===== config.mk =====
export PLATFORM = sky130hd
export DESIGN_NAME = instr_mem_arbiter
export DESIGN_NICKNAME = d
export VERILOG_FILES = /design/src/rtl/instr_mem_arbiter.sv
export SDC_FILE = /design/constraint.sdc
export NUM_CORES = 1
export LEC_CHECK = 0
export ABC_AREA = 1
export CORE_AREA = 4 4 86 88
export CTS_CLUSTER_DIAMETER = 60
export DETAILED_ROUTE_END_ITERATION = 12
export DIE_AREA = 0 0 90 92
export PLACE_DENSITY = 0.78
export SLEW_MARGIN = 20
export SYNTH_ARGS = -nofsm -noshare
export SYNTH_HDL_FRONTEND = slang
export SYNTH_SLANG_ARGS = --single-unit

===== constraint.sdc =====
create_clock -name clk -period 2.3 [get_ports clk]
set_input_delay 0.46 -clock clk [delete_from_list [all_inputs] [get_ports clk]]
set_output_delay 0.46 -clock clk [all_outputs]
set_load 0.01 [all_outputs]

===== src/rtl/instr_mem_arbiter.sv =====
// -----------------------------------------------------------------------------
// instr_mem_arbiter
//
// Purpose:
//   Single master of the instruction RAM / boot-ROM wrapper port. Arbitrates
//   between the core instruction-fetch port (read-only) and the loader/debug
//   port (read/write). It returns read data and write acknowledgements to the
//   master that owned the access, always one cycle after the grant.
//   The core is protected from starvation by a saturating stall counter.
//   Loader writes into the boot-ROM half of the address space (address
//   MSB = 1) are accepted but never reach the memory. They are answered with
//   an error response.
//
// Ports:
//   clk, rst_n                 clock, asynchronous active-low reset
//   core_req_i / core_addr_i   core fetch request and byte address
//   core_gnt_o                 core request accepted this cycle
//   core_rvalid_o / rdata_o    core read response (one cycle after grant)
//   ld_req_i / ld_we_i / ld_be_i / ld_addr_i / ld_wdata_i
//                              loader request, write enable, byte enables,
//                              byte address and write data
//   ld_gnt_o                   loader request accepted this cycle
//   ld_rvalid_o / ld_rdata_o / ld_err_o
//                              loader response: read data or write ack,
//                              with error flag for rejected ROM writes
//   mem_en_o / mem_addr_o / mem_we_o / mem_be_o / mem_wdata_o
//                              memory command, driven in the grant cycle
//   mem_rdata_i                memory read data, one cycle after mem_en_o
// -----------------------------------------------------------------------------
module instr_mem_arbiter #(
    parameter int RAM_SIZE   = 32768,
    parameter int ADDR_WIDTH = $clog2(RAM_SIZE) + 1,
    parameter int DATA_WIDTH = 32,
    parameter int MAX_STALL  = 4
) (
    input  logic                    clk,
    input  logic                    rst_n,

    input  logic                    core_req_i,
    input  logic [ADDR_WIDTH-1:0]   core_addr_i,
    output logic                    core_gnt_o,
    output logic                    core_rvalid_o,
    output logic [DATA_WIDTH-1:0]   core_rdata_o,

    input  logic                    ld_req_i,
    input  logic                    ld_we_i,
    input  logic [DATA_WIDTH/8-1:0] ld_be_i,
    input  logic [ADDR_WIDTH-1:0]   ld_addr_i,
    input  logic [DATA_WIDTH-1:0]   ld_wdata_i,
    output logic                    ld_gnt_o,
    output logic                    ld_rvalid_o,
    output logic [DATA_WIDTH-1:0]   ld_rdata_o,
    output logic                    ld_err_o,

    output logic                    mem_en_o,
    output logic [ADDR_WIDTH-1:0]   mem_addr_o,
    output logic                    mem_we_o,
    output logic [DATA_WIDTH/8-1:0] mem_be_o,
    output logic [DATA_WIDTH-1:0]   mem_wdata_o,
    input  logic [DATA_WIDTH-1:0]   mem_rdata_i
);

    localparam int BE_WIDTH    = DATA_WIDTH / 8;
    localparam int STALL_WIDTH = $clog2(MAX_STALL + 1);
    localparam logic [STALL_WIDTH-1:0] STALL_MAX = STALL_WIDTH'(MAX_STALL);

    // Who owns the response slot in the cycle after a grant.
    typedef enum logic [1:0] {
        OWN_IDLE   = 2'd0,
        OWN_CORE   = 2'd1,
        OWN_LD     = 2'd2,
        OWN_LD_ERR = 2'd3
    } owner_e;

    owner_e                  owner_q, owner_d;
    logic                    ld_wr_q, ld_wr_d;   // loader response is a write ack
    logic [STALL_WIDTH-1:0]  stall_q, stall_d;

    logic core_force;
    logic core_win;
    logic ld_win;
    logic ld_illegal;

    // ------------------------------------------------------------------
    // Arbitration (combinational, at most one winner per cycle)
    // ------------------------------------------------------------------
    // The core overrides the loader's default priority once it has been
    // denied MAX_STALL cycles in a row. Grants are gated with rst_n so that
    // nothing is issued to the memory while reset is asserted, regardless of
    // what the masters are driving.
    assign core_force = core_req_i && (stall_q == STALL_MAX);
    assign core_win   = rst_n && core_req_i && (!ld_req_i || core_force);
    assign ld_win     = rst_n && ld_req_i && !core_win;

    // A loader write with the address MSB set targets the boot ROM.
    assign ld_illegal = ld_we_i && ld_addr_i[ADDR_WIDTH-1];

    assign core_gnt_o = core_win;
    assign ld_gnt_o   = ld_win;

    // ------------------------------------------------------------------
    // Memory command
    // ------------------------------------------------------------------
    always_comb begin
        mem_en_o    = 1'b0;
        mem_we_o    = 1'b0;
        mem_addr_o  = '0;
        mem_be_o    = '0;
        mem_wdata_o = '0;
        if (core_win) begin
            mem_en_o   = 1'b1;
            mem_addr_o = core_addr_i;
            mem_be_o   = {BE_WIDTH{1'b1}};
        end else if (ld_win && !ld_illegal) begin
            mem_en_o    = 1'b1;
            mem_we_o    = ld_we_i;
            mem_addr_o  = ld_addr_i;
            mem_be_o    = ld_be_i;
            mem_wdata_o = ld_wdata_i;
        end
        // A rejected ROM write is granted (so the loader can move on) but
        // leaves the memory port idle.
    end

    // ------------------------------------------------------------------
    // Next-state: response owner and stall counter
    // ------------------------------------------------------------------
    always_comb begin
        owner_d = OWN_IDLE;
        ld_wr_d = 1'b0;
        if (core_win) begin
            owner_d = OWN_CORE;
        end else if (ld_win) begin
            owner_d = ld_illegal ? OWN_LD_ERR : OWN_LD;
            ld_wr_d = ld_we_i;
        end
    end

    always_comb begin
        stall_d = stall_q;
        if (!core_req_i || core_win) begin
            stall_d = '0;
        end else if (stall_q != STALL_MAX) begin
            stall_d = stall_q + 1'b1;
        end
    end

    // Asynchronous reset drops any outstanding response: the owner returns
    // to IDLE immediately, so no rvalid appears for a pre-reset grant.
    always_ff @(posedge clk or negedge rst_n) begin
        if (!rst_n) begin
            owner_q <= OWN_IDLE;
            ld_wr_q <= 1'b0;
            stall_q <= '0;
        end else begin
            owner_q <= owner_d;
            ld_wr_q <= ld_wr_d;
            stall_q <= stall_d;
        end
    end

    // ------------------------------------------------------------------
    // Response routing
    // ------------------------------------------------------------------
    // Data outputs are forced to zero whenever their rvalid is low, so a
    // master never sees another master's read data.
    assign core_rvalid_o = (owner_q == OWN_CORE);
    assign core_rdata_o  = core_rvalid_o ? mem_rdata_i : '0;

    assign ld_rvalid_o = (owner_q == OWN_LD) || (owner_q == OWN_LD_ERR);
    assign ld_err_o    = (owner_q == OWN_LD_ERR);
    assign ld_rdata_o  = ((owner_q == OWN_LD) && !ld_wr_q) ? mem_rdata_i : '0;

`ifndef SYNTHESIS
    a_one_grant : assert property (@(posedge clk) disable iff (!rst_n)
        !(core_gnt_o && ld_gnt_o));
    a_stall_bound : assert property (@(posedge clk) disable iff (!rst_n)
        stall_q <= STALL_MAX);
    a_one_rvalid : assert property (@(posedge clk) disable iff (!rst_n)
        !(core_rvalid_o && ld_rvalid_o));
`endif

endmodule

* After elaboration in Yosys (flattened, before gate mapping) *
Index checks and enable logic that the tools add are counted.

cells by class
  $add $sub $neg = 1
  equality and inequality tests = 5
  mux-type cells = 19
  reductions and logical operators = 17

operators with widths
  kind                                                                    number
  32-bit two-way mux                                                      4
  16-bit two-way mux                                                      2
  1-bit logical AND                                                       8
  4-bit two-way mux                                                       2
  1-bit two-way mux                                                       7
  3-bit two-way mux                                                       2
  1-bit zero test                                                         5
  2-bit equality test (second input constant)                             2
  2-bit two-way mux                                                       2
  3-bit by 1-bit adder with 3-bit output (second input constant)          1
  3-bit equality test (second input constant)                             1
  1-bit logical OR                                                        3
  3-bit != test (second input constant)                                   1
  2-bit by 1-bit equality test with 1-bit output (second input constant)  1
  2-bit nonzero test                                                      1

word-level totals
  register bits = 6
  logic and storage cells = 45

* Longest topological paths before layout *
Gate-level depths: netlist (run 1).

  word-level depth = 9
  mapped depth = 9

* Least setup slack after synthesis (run 1) *
Ideal clock, no wire load.

  path type = flip-flop to output port
  from = reg stall_q[0]
  to = out mem_wdata_o[10]
  arrival time = 1256 ps
  required time = 1840 ps
  slack = 584 ps
  stages on the path, launching flop included = 9
  path buffers = 1
  cell sequence = dfrtp_1 -> inv_1 -> ha_1 -> nand2_2 -> nand2_2 -> nand2_4 -> nand3_4 -> buf_6 -> nor2_2

on the way
  cells in the longest elaborated chain, start to end = 9

ends and longest elaborated chain
  item                    line  source
  start, declared         77    logic [STALL_WIDTH-1:0] stall_q, stall_d;
  start signal, assigned  158   stall_q <= stall_d;
  3-bit equality test *   91    assign core_force = core_req_i && (stall_q == STALL_MAX);
  1-bit logical AND *     91
  1-bit logical OR *      92    assign core_win = rst_n && core_req_i && (!ld_req_i || core_force);
  1-bit logical AND *     92
  1-bit zero test         93    assign ld_win = rst_n && ld_req_i && !core_win;
  1-bit logical AND       93
  1-bit logical AND       114   end else if (ld_win && !ld_illegal) begin
  32-bit two-way mux      114
  32-bit two-way mux *    110   if (core_win) begin
  end, declared           59    output logic [DATA_WIDTH-1:0] mem_wdata_o,

Every way passes the cells marked *; elsewhere a longest branch is shown, timed or not.

* Worst setup path after layout (run 1) *
  from = reg stall_q[1]
  to = out mem_addr_o[8]

on the way
  cells in the longest elaborated chain, start to end = 9

ends and longest elaborated chain
  item                   line  source
  3-bit equality test *  91
  1-bit logical AND *    91
  1-bit logical OR *     92
  1-bit logical AND *    92
  1-bit zero test        93
  1-bit logical AND      93
  1-bit logical AND      114
  16-bit two-way mux     114
  16-bit two-way mux *   110
  end, declared          56    output logic [ADDR_WIDTH-1:0] mem_addr_o,

Marked as above.

==> results of run 1 <==
## layer usage
metal / share of wire, % / up-vias / GRT usage [%] / routed length, µm
met1: 36 / 1019 / 15.40 / 2653
met3: 9.0 / 8 / 4.348 / 666
li1: - / 1248 / - / -
met2: 53 / 141 / 33.60 / 3961
met4: 1.9 / 0 / 5.485 / 138
met5: 0 / - / 0 / 0
## cells by family after synthesis
logic type,Yosys count,share of synthesized area [%]
AOI/OAI and AO/OA,7,3.255
xor gates and xnor gates,2,1.266
adders and majority gates,2,1.808
buffers and inverters,93,28.21
DFF,6,10.85
and+or+nand+nor,162,54.61
## power breakdown
group / internal, mW / total, mW / switching, mW
sequential: 0.117 / 0.125 / 0.00783
combinational: 0.386 / 0.655 / 0.268
clock: 0.112 / 0.149 / 0.0375
total: 0.615 / 0.929 / 0.314
## how the worst min path moves through the flow
stage / startpoint / to / slack [ps]
6_report: rst_n / stall_q[0] / 340
5_1_grt: rst_n / owner_q[0] / 380
4_1_cts: rst_n / stall_q[0] / 340
3_5_place_dp: stall_q[1] / stall_q[1] / 580
3_3_place_gp: stall_q[1] / stall_q[1] / 560
2_1_floorplan: rst_n / ld_wr_q / 160
## metrics by stage
stage / hold WS (ps) / worst slack [ps]
floorplan: 164.4 / 583.7
global placement: 563.9 / -258.2
detailed placement: 583.2 / -306.9
CTS: 339.1 / -145.5
global route: 379.7 / -105.1
finish: 335.5 / -21.07
## state kept, by name (all words and copies together), names as in the netlist
signal	count
stall_q	3
owner_q	2
ld_wr_q	1
## cell usage in the layout (no fill, tap or decap), drive strengths merged, types with 2 or more instances in the layout
| master | count |
|---|---|
| buf | 30 |
| clkdlybuf4s50 | 168 |
| nand2 | 42 |
| dlymetal6s2s | 17 |
| o31ai | 4 |
| nor2 | 100 |
| nand4 | 16 |
| nand3 | 2 |
| clkbuf | 3 |
| ha | 2 |
| a21oi | 2 |
| dlygate4sd2 | 32 |
| dfrtp | 6 |
| inv | 78 |
## worst reg2reg max path: cells and delay by family, from the launching register on
| family | cells | cell delay, ps |
|---|---|---|
| adders and majority gates | 1 | 160 |
| buffers and inverters | 3 | 350 |
| DFF | 1 | 370 |
| and+or+nand+nor | 4 | 290 |
## what timing repair did
item / in CTS / in global routing
gates cloned: 1 / 0
pin swaps: 1 / 5
setup buffers: 1 / 4
resized for setup: 76 / 29
endpoints found under the setup margin: 56 / 31
## cell type report
| type | count | area, µm² |
|---|---|---|
| clock buffer | 3 | 41.29 |
| fill | 649 | 2705 |
| sequential | 6 | 150.1 |
| tap | 80 | 100.1 |
| multi-input combinational | 173 | 887.1 |
| timing repair buffer | 248 | 2462 |
| inverter | 78 | 297.8 |
==> run_results.csv, run 1 <==
group,metric,value,unit
floorplan,coreArea,0.006644,mm²
grt,antenna_found_initial,0,
worst_setup_path,path_max_fanout,19,
grt,grt_pass1_wl,11080,µm
clock_network,cts_buffers,3,
logic_synthesis,synth_edf_count,0,
logic_synthesis,syn-cell-area,0.001384,mm²
placement,port_buffers,227,
worst_setup_path,timing.rr.start,"stall_q[1]",
worst_setup_path,rrSetupSlack,1020,ps
routing,firstDrtPassIters,4,
logic_synthesis,ys_ff_latch,6,
worst_setup_path,worstPathCellList,"inv_1, ha_4, nand2_4, nand2_4, nand2_8, inv_6, nand2_1, nand2_1, clkdlybuf4s50_1",
routing,drtIter0Drc,48,
final_layout,area_growth,184.6,%
sta,setup_tns,-28.89,ps
sta,clock.fmax,0.4308,GHz
floorplan,start_util,20.83,%
worst_setup_path,critical_path_class,"reg -> out",
logic_synthesis,async_flop_share,100.0,%
logic_synthesis,syn_nets,379,
worst_setup_path,worst-r2r-cell-count,8,
worst_setup_path,cp_top_family,"buffers and inverters",
grt,grt_usage,16.37,%
sta,min_period,2321,ps
power,cellPowerDensity,235.8,mW/mm²
worst_setup_path,critical_path_buf_inv_count,3,
sta,finalSetupViolations,2,
final_layout,post-route-cell-area,0.003939,mm²
grt,grt_max_degree,33,
sta,hold_viol,0,
routing,wl,7419,µm
worst_setup_path,regToRegEndpoint,"owner_q[1]",
logic_synthesis,synth_area_leaders,"inv_1 21%, nor2_1 19%, nor2_2 13%",
clock_network,clock-sinks,6,
floorplan,dieArea,0.008280,mm²
floorplan,die_w,90,µm
clock_network,cts-root-buf,"clkbuf_8",
floorplan,ios,228,
worst_setup_path,critical_path.startpoint,"stall_q[1]",
routing,vias_per_cell,4.109,
worst_setup_path,required,1840,ps
worst_setup_path,cp.arrival,1860,ps
final_layout,drive_gt1_share,14.57,%
logic_synthesis,syn_avg_cell_area,5.088,µm²
grt,overflow,0,
routing,dr_total_vias,2416,
logic_synthesis,postSynthCellCount,272,
logic_synthesis,yosys_warnings,0,
clock_network,cts_tree,"done",
routing,drt-wirelength-per-cell,12.62,µm
sta,slew_violations,0,
placement,hpwlAfterDp,6546,µm
logic_synthesis,synth_ff_type,"dfrtp_1",
floorplan,rows,30,
worst_setup_path,start_kind,"flip-flop",
grt,grt_pass1_vias,2369,
sta,fin_crit_sh,100.9,%
logic_synthesis,synth_most_common_cell,"inv_1",
logic_synthesis,synth_commonest_cells,"76 x inv_1, 71 x nor2_1, 38 x nand2_1",
power,power_leakage,2.306,nW
sta,worst_pin_slew,311.9,ps
worst_setup_path,path_depth,9,
status,violations,"setup timing",
routing,route.detailed.drc,0,
routing,ant_nets,0,
clock_network,h-tree-depth,1,
run,cap_violations,0,
floorplan,die_h,92,µm
clock_network,cts_hold_buffers,0,
power,ir_drop,137.8,µV
clock_network,clk_path_buf_depth,2,
sta,setup_slack,-21.07,ps
final_layout,nNetsFinal,617,
sta,finClkSkew,0.5421,ps
logic_synthesis,seq_area_frac_synth,10.85,%
logic_synthesis,synth_top_area_cell,"inv_1",
logic_synthesis,yosysUniqueCellTypes,23,
sta,maxSlewHeadroom,79.21,%
final_layout,fin_cells,588,
worst_setup_path,slowest_stage,"clkdlybuf4s50_1",
logic_synthesis,yosysTopAreaCellShare,20.61,%
power,power.total,0.9288,mW
hold_path,holdCritPathClass,"in -> async",
placement,dp_cells,580,
clock_network,worstSkewPairLatency,220,ps
worst_setup_path,worstSetupEndpointType,"output port",
placement,placed_cell_area,0.003819,mm²
final_layout,utilization,59.28,%
placement,gp_congestion,0.7748,
final_layout,n_antenna_cell,0,
worst_setup_path,crit_end,"mem_addr_o[8]",
worst_setup_path,critical_path.max_stage_delay,540,ps
status,outcome,"finished, violations left",
clock_network,path_clk_slew,30,ps
sta,rsz0062_at_grt,"yes",
Note: power is estimated with default switching activity, not from simulation.
==> run 2, diff against run 1 <==
--- a/config.mk
+++ b/config.mk
@@ -5,12 +5,11 @@
 export SDC_FILE = /design/constraint.sdc
 export NUM_CORES = 1
 export LEC_CHECK = 0
-export ABC_AREA = 1
-export CORE_AREA = 4 4 86 88
+export CORE_AREA = 4 4 87 89
 export CTS_CLUSTER_DIAMETER = 60
 export DETAILED_ROUTE_END_ITERATION = 12
-export DIE_AREA = 0 0 90 92
-export PLACE_DENSITY = 0.78
+export DIE_AREA = 0 0 91 93
+export PLACE_DENSITY = 0.74
 export SLEW_MARGIN = 20
 export SYNTH_ARGS = -nofsm -noshare
 export SYNTH_HDL_FRONTEND = slang
==> constraint.sdc (replaced) <==
create_clock -name clk -period 2.8 [get_ports clk]
set_input_delay 0.56 -clock clk [delete_from_list [all_inputs] [get_ports clk]]
set_output_delay 0.56 -clock clk [all_outputs]
set_load 0.01 [all_outputs]
==> run 2 against run 1 <==
The flow now finishes without violations. Worst setup slack better by 90 ps. Via count down 19%. Combinational power down 29%. Clock skew up 2.2 ps. First-iteration DRC count down 38%. Routed wire length down 9.2%. Largest cell class unchanged. Final cell count down 19%. Hold slack worse by 36 ps. Clock power down 14%. Synthesized cell count down 39%. Utilization down 4.7 points.
==> run_results.csv, run 2 <==
group,metric,value,unit
grt,overflow,0,
sta,clock.fmax,0.3661,GHz
worst_setup_path,worstSetupEndpointType,"output port",
logic_synthesis,yosysUniqueCellTypes,25,
grt,use_met2,27.16,%
logic_synthesis,synth_most_common_cell,"and2_1",
final_layout,utilization,54.61,%
grt,grt_pass1_vias,1975,
power,switching_power,0.1988,mW
clock_network,worstSkewPairLatency,220,ps
final_layout,nNetsFinal,505,
routing,route.detailed.drc,0,
sta,worst_pin_slew,293.0,ps
logic_synthesis,postSynthCellCount,165,
placement,hpwlAfterDp,6051,µm
routing,firstDrtPassIters,4,
routing,drtIter0Drc,30,
clock_network,clock-sinks,6,
grt,grt_max_degree,33,
worst_setup_path,cp_top_family,"buffers and inverters",
routing,vias_per_cell,4.124,
logic_synthesis,synth_commonest_cells,"98 x and2_1, 15 x a22o_1, 6 x buf_6, 6 x clkbuf_1, 6 x dfrtp_1",
grt,met1_usage,12.96,%
logic_synthesis,syn_nets,272,
worst_setup_path,cp.arrival,2170,ps
sta,finClkSkew,2.714,ps
worst_setup_path,critical_path.startpoint,"ld_req_i",
worst_setup_path,critical_path_class,"in -> out",
worst_setup_path,timing.rr.start,"stall_q[0]",
clock_network,post_cts_buffers,0,
clock_network,path_clk_slew,40,ps
worst_setup_path,path_max_fanout,10,
worst_setup_path,critical_path_buf_inv_count,4,
power,ir_drop,110.7,µV
final_layout,largest_register_ffs,3,
sta,setup_tns,0,ps
final_layout,max_flop_register,"stall_q",
clock_network,cts-root-buf,"clkbuf_8",
power,power_leakage,1.784,nW
grt,use_met3,5.953,%
sta,rsz0062_at_grt,"no",
logic_synthesis,syn-cell-area,0.001229,mm²
clock_network,cts_tree,"done",
worst_setup_path,required,2240,ps
status,outcome,"finished clean",
power,combPwrFrac,67.0,%
routing,drt-wirelength-per-cell,14.16,µm
routing,dr_total_vias,1963,
sta,hold_viol,0,
logic_synthesis,async_flop_share,100.0,%
routing,wl,6738,µm
floorplan,die_w,91,µm
final_layout,drive_gt1_share,6.818,%
final_layout,layout_common_cells,"169 x clkdlybuf4s50_1, 98 x and2_1, 52 x dlygate4sd2_1, 15 x a22o_1, 10 x buf_4",
clock_network,clk_path_buf_depth,2,
logic_synthesis,synth_area_leaders,"and2_1 50%, dfrtp_1 12%, a22o_1 11%",
floorplan,coreArea,0.006756,mm²
placement,gp_congestion,0.7858,
sta,min_period,2731,ps
floorplan,rows,30,
power,p_seq_share,14.5,%
grt,antenna_found_initial,0,
hold_path,holdCritPathClass,"in -> async",
worst_setup_path,slowest_stage,"clkdlybuf4s50_1",
logic_synthesis,ys_ff_latch,6,
final_layout,area_growth,200.3,%
power,cellPowerDensity,186.9,mW/mm²
power,p_int,0.4907,mW
clock_network,cts_buffers,3,
floorplan,ios,228,
grt,busiest_layer,"met2",
run,cap_violations,0,
power,p_clk_share,18.5,%
sta,maxSlewHeadroom,80.43,%
final_layout,largestRegisters,"stall_q x3, owner_q x2, ld_wr_q x1",
floorplan,die_h,93,µm
final_layout,layout_commonest_cell,"clkdlybuf4s50_1",
logic_synthesis,synth_top_area_cell,"and2_1",
logic_synthesis,syn_avg_cell_area,7.447,µm²
power,sw_frac_of_total,28.83,%
logic_synthesis,seq_area_frac_synth,12.22,%
clock_network,cts_hold_buffers,0,
clock_network,h-tree-depth,1,
worst_setup_path,critical_path.max_stage_delay,430,ps
logic_synthesis,synth_ff_type,"dfrtp_1",
placement,port_buffers,227,
sta,slew_violations,0,
sta,fin_crit_sh,97.55,%
worst_setup_path,worstPathCellList,"clkdlybuf4s50_1, nand2_2, and3b_2, bufbuf_16, buf_4, a22o_1, dlygate4sd2_1",
grt,grt_usage,14.00,%
final_layout,fillers,621,
final_layout,n_antenna_cell,0,
logic_synthesis,synth_edf_count,0,
floorplan,start_util,18.19,%
routing,ant_nets,0,
sta,finalSetupViolations,0,
logic_synthesis,yosys_warnings,0,
grt,grt_pass1_wl,9556,µm
logic_synthesis,yosysTopAreaCellShare,49.90,%
worst_setup_path,start_kind,"primary input",
floorplan,dieArea,0.008463,mm²
[run 2: cell types whose count changed in the layout (fill, tap and decap cells not counted), sizes merged, moves of 16 or more]
cell / before / now
and2: 0 / 98
dlygate4sd2: 32 / 52
inv: 78 / 3
nand2: 42 / 5
nand4: 16 / 0
nor2: 100 / 2
[run 2: worst register-to-register path, cell delays in order (launching register included)]
cell and delay (ps):
dfrtp_1 370, inv_1 60, ha_2 200, nand2_2 130, a21oi_4 90, buf_6 140
nor4b_1 290
[run 2: metal layers]
layer  vias to the layer above  wire, µm
met2                       144      3401
met5                         -         0
met3                        10       839
met4                         0       184
met1                       813      2312
li1                        996         -
[run 2: power groups by stage]
stage | Clock [mW] | Sequential (mW) | Combinational, mW
after floorplan | 0 | 0.0995 | 0.154
after global placement | 0 | 0.100 | 0.483
after detailed placement | 0 | 0.101 | 0.488
after CTS | 0.132 | 0.0999 | 0.469
after global routing | 0.142 | 0.101 | 0.495
final | 0.128 | 0.0997 | 0.462
[run 2: logic make-up after synthesis]
logic type | Yosys count | synth area share, %
flip-flops | 6 | 12.22
buffers and inverters | 18 | 9.876
XOR/XNOR | 1 | 0.7130
adder cells (fa/ha/maj) | 2 | 2.036
AND/OR/NAND/NOR | 115 | 58.45
multiplexers | 1 | 0.8147
AO/OA/AOI/OAI | 22 | 15.89
[run 2: final cells by class]
cell class	instances	area [µm²]	area share, %
Tap cell	80	100.1	2.713
Timing Repair Buffer	243	2419	65.55
Multi-Input combinational cell	141	968.4	26.25
Inverter	3	11.26	0.3052
Clock buffer	3	41.29	1.119
Sequential cell	6	150.1	4.069
[run 2: stage by stage]
step           area, µm²  std cells  worst slack (ps)  power, mW  hold WS [ps]
2_1_floorplan       1229        165             840.8     0.2535         264.4
3_3_place_gp        3654        472            -131.9     0.5836         583.3
3_5_place_dp        3654        472            -128.3     0.5886         603.7
4_1_cts             3672        476             11.51     0.7013         610.6
5_1_grt             3690        476             2.582     0.7388         323.0
6_report            3690        476             68.52     0.6895         299.9
[run 2: repair_timing]
action                                  4_1_cts  5_1_grt
gates cloned                                  1        0
pin swaps                                     1        0
endpoints found under the setup margin       53        9
gates resized for setup                      57        7
[run 2: final timing paths]
kind	cells after the start	slack [ps]	end
setup / recovery	7	70	mem_addr_o[11]
hold / removal	2	300	stall_q[1]
max in group asynchronous	2	2380	owner_q[0]
setup reg to reg	6	1420	stall_q[2]
hold reg to reg	2	600	stall_q[0]
min in group clk	2	600	stall_q[0]
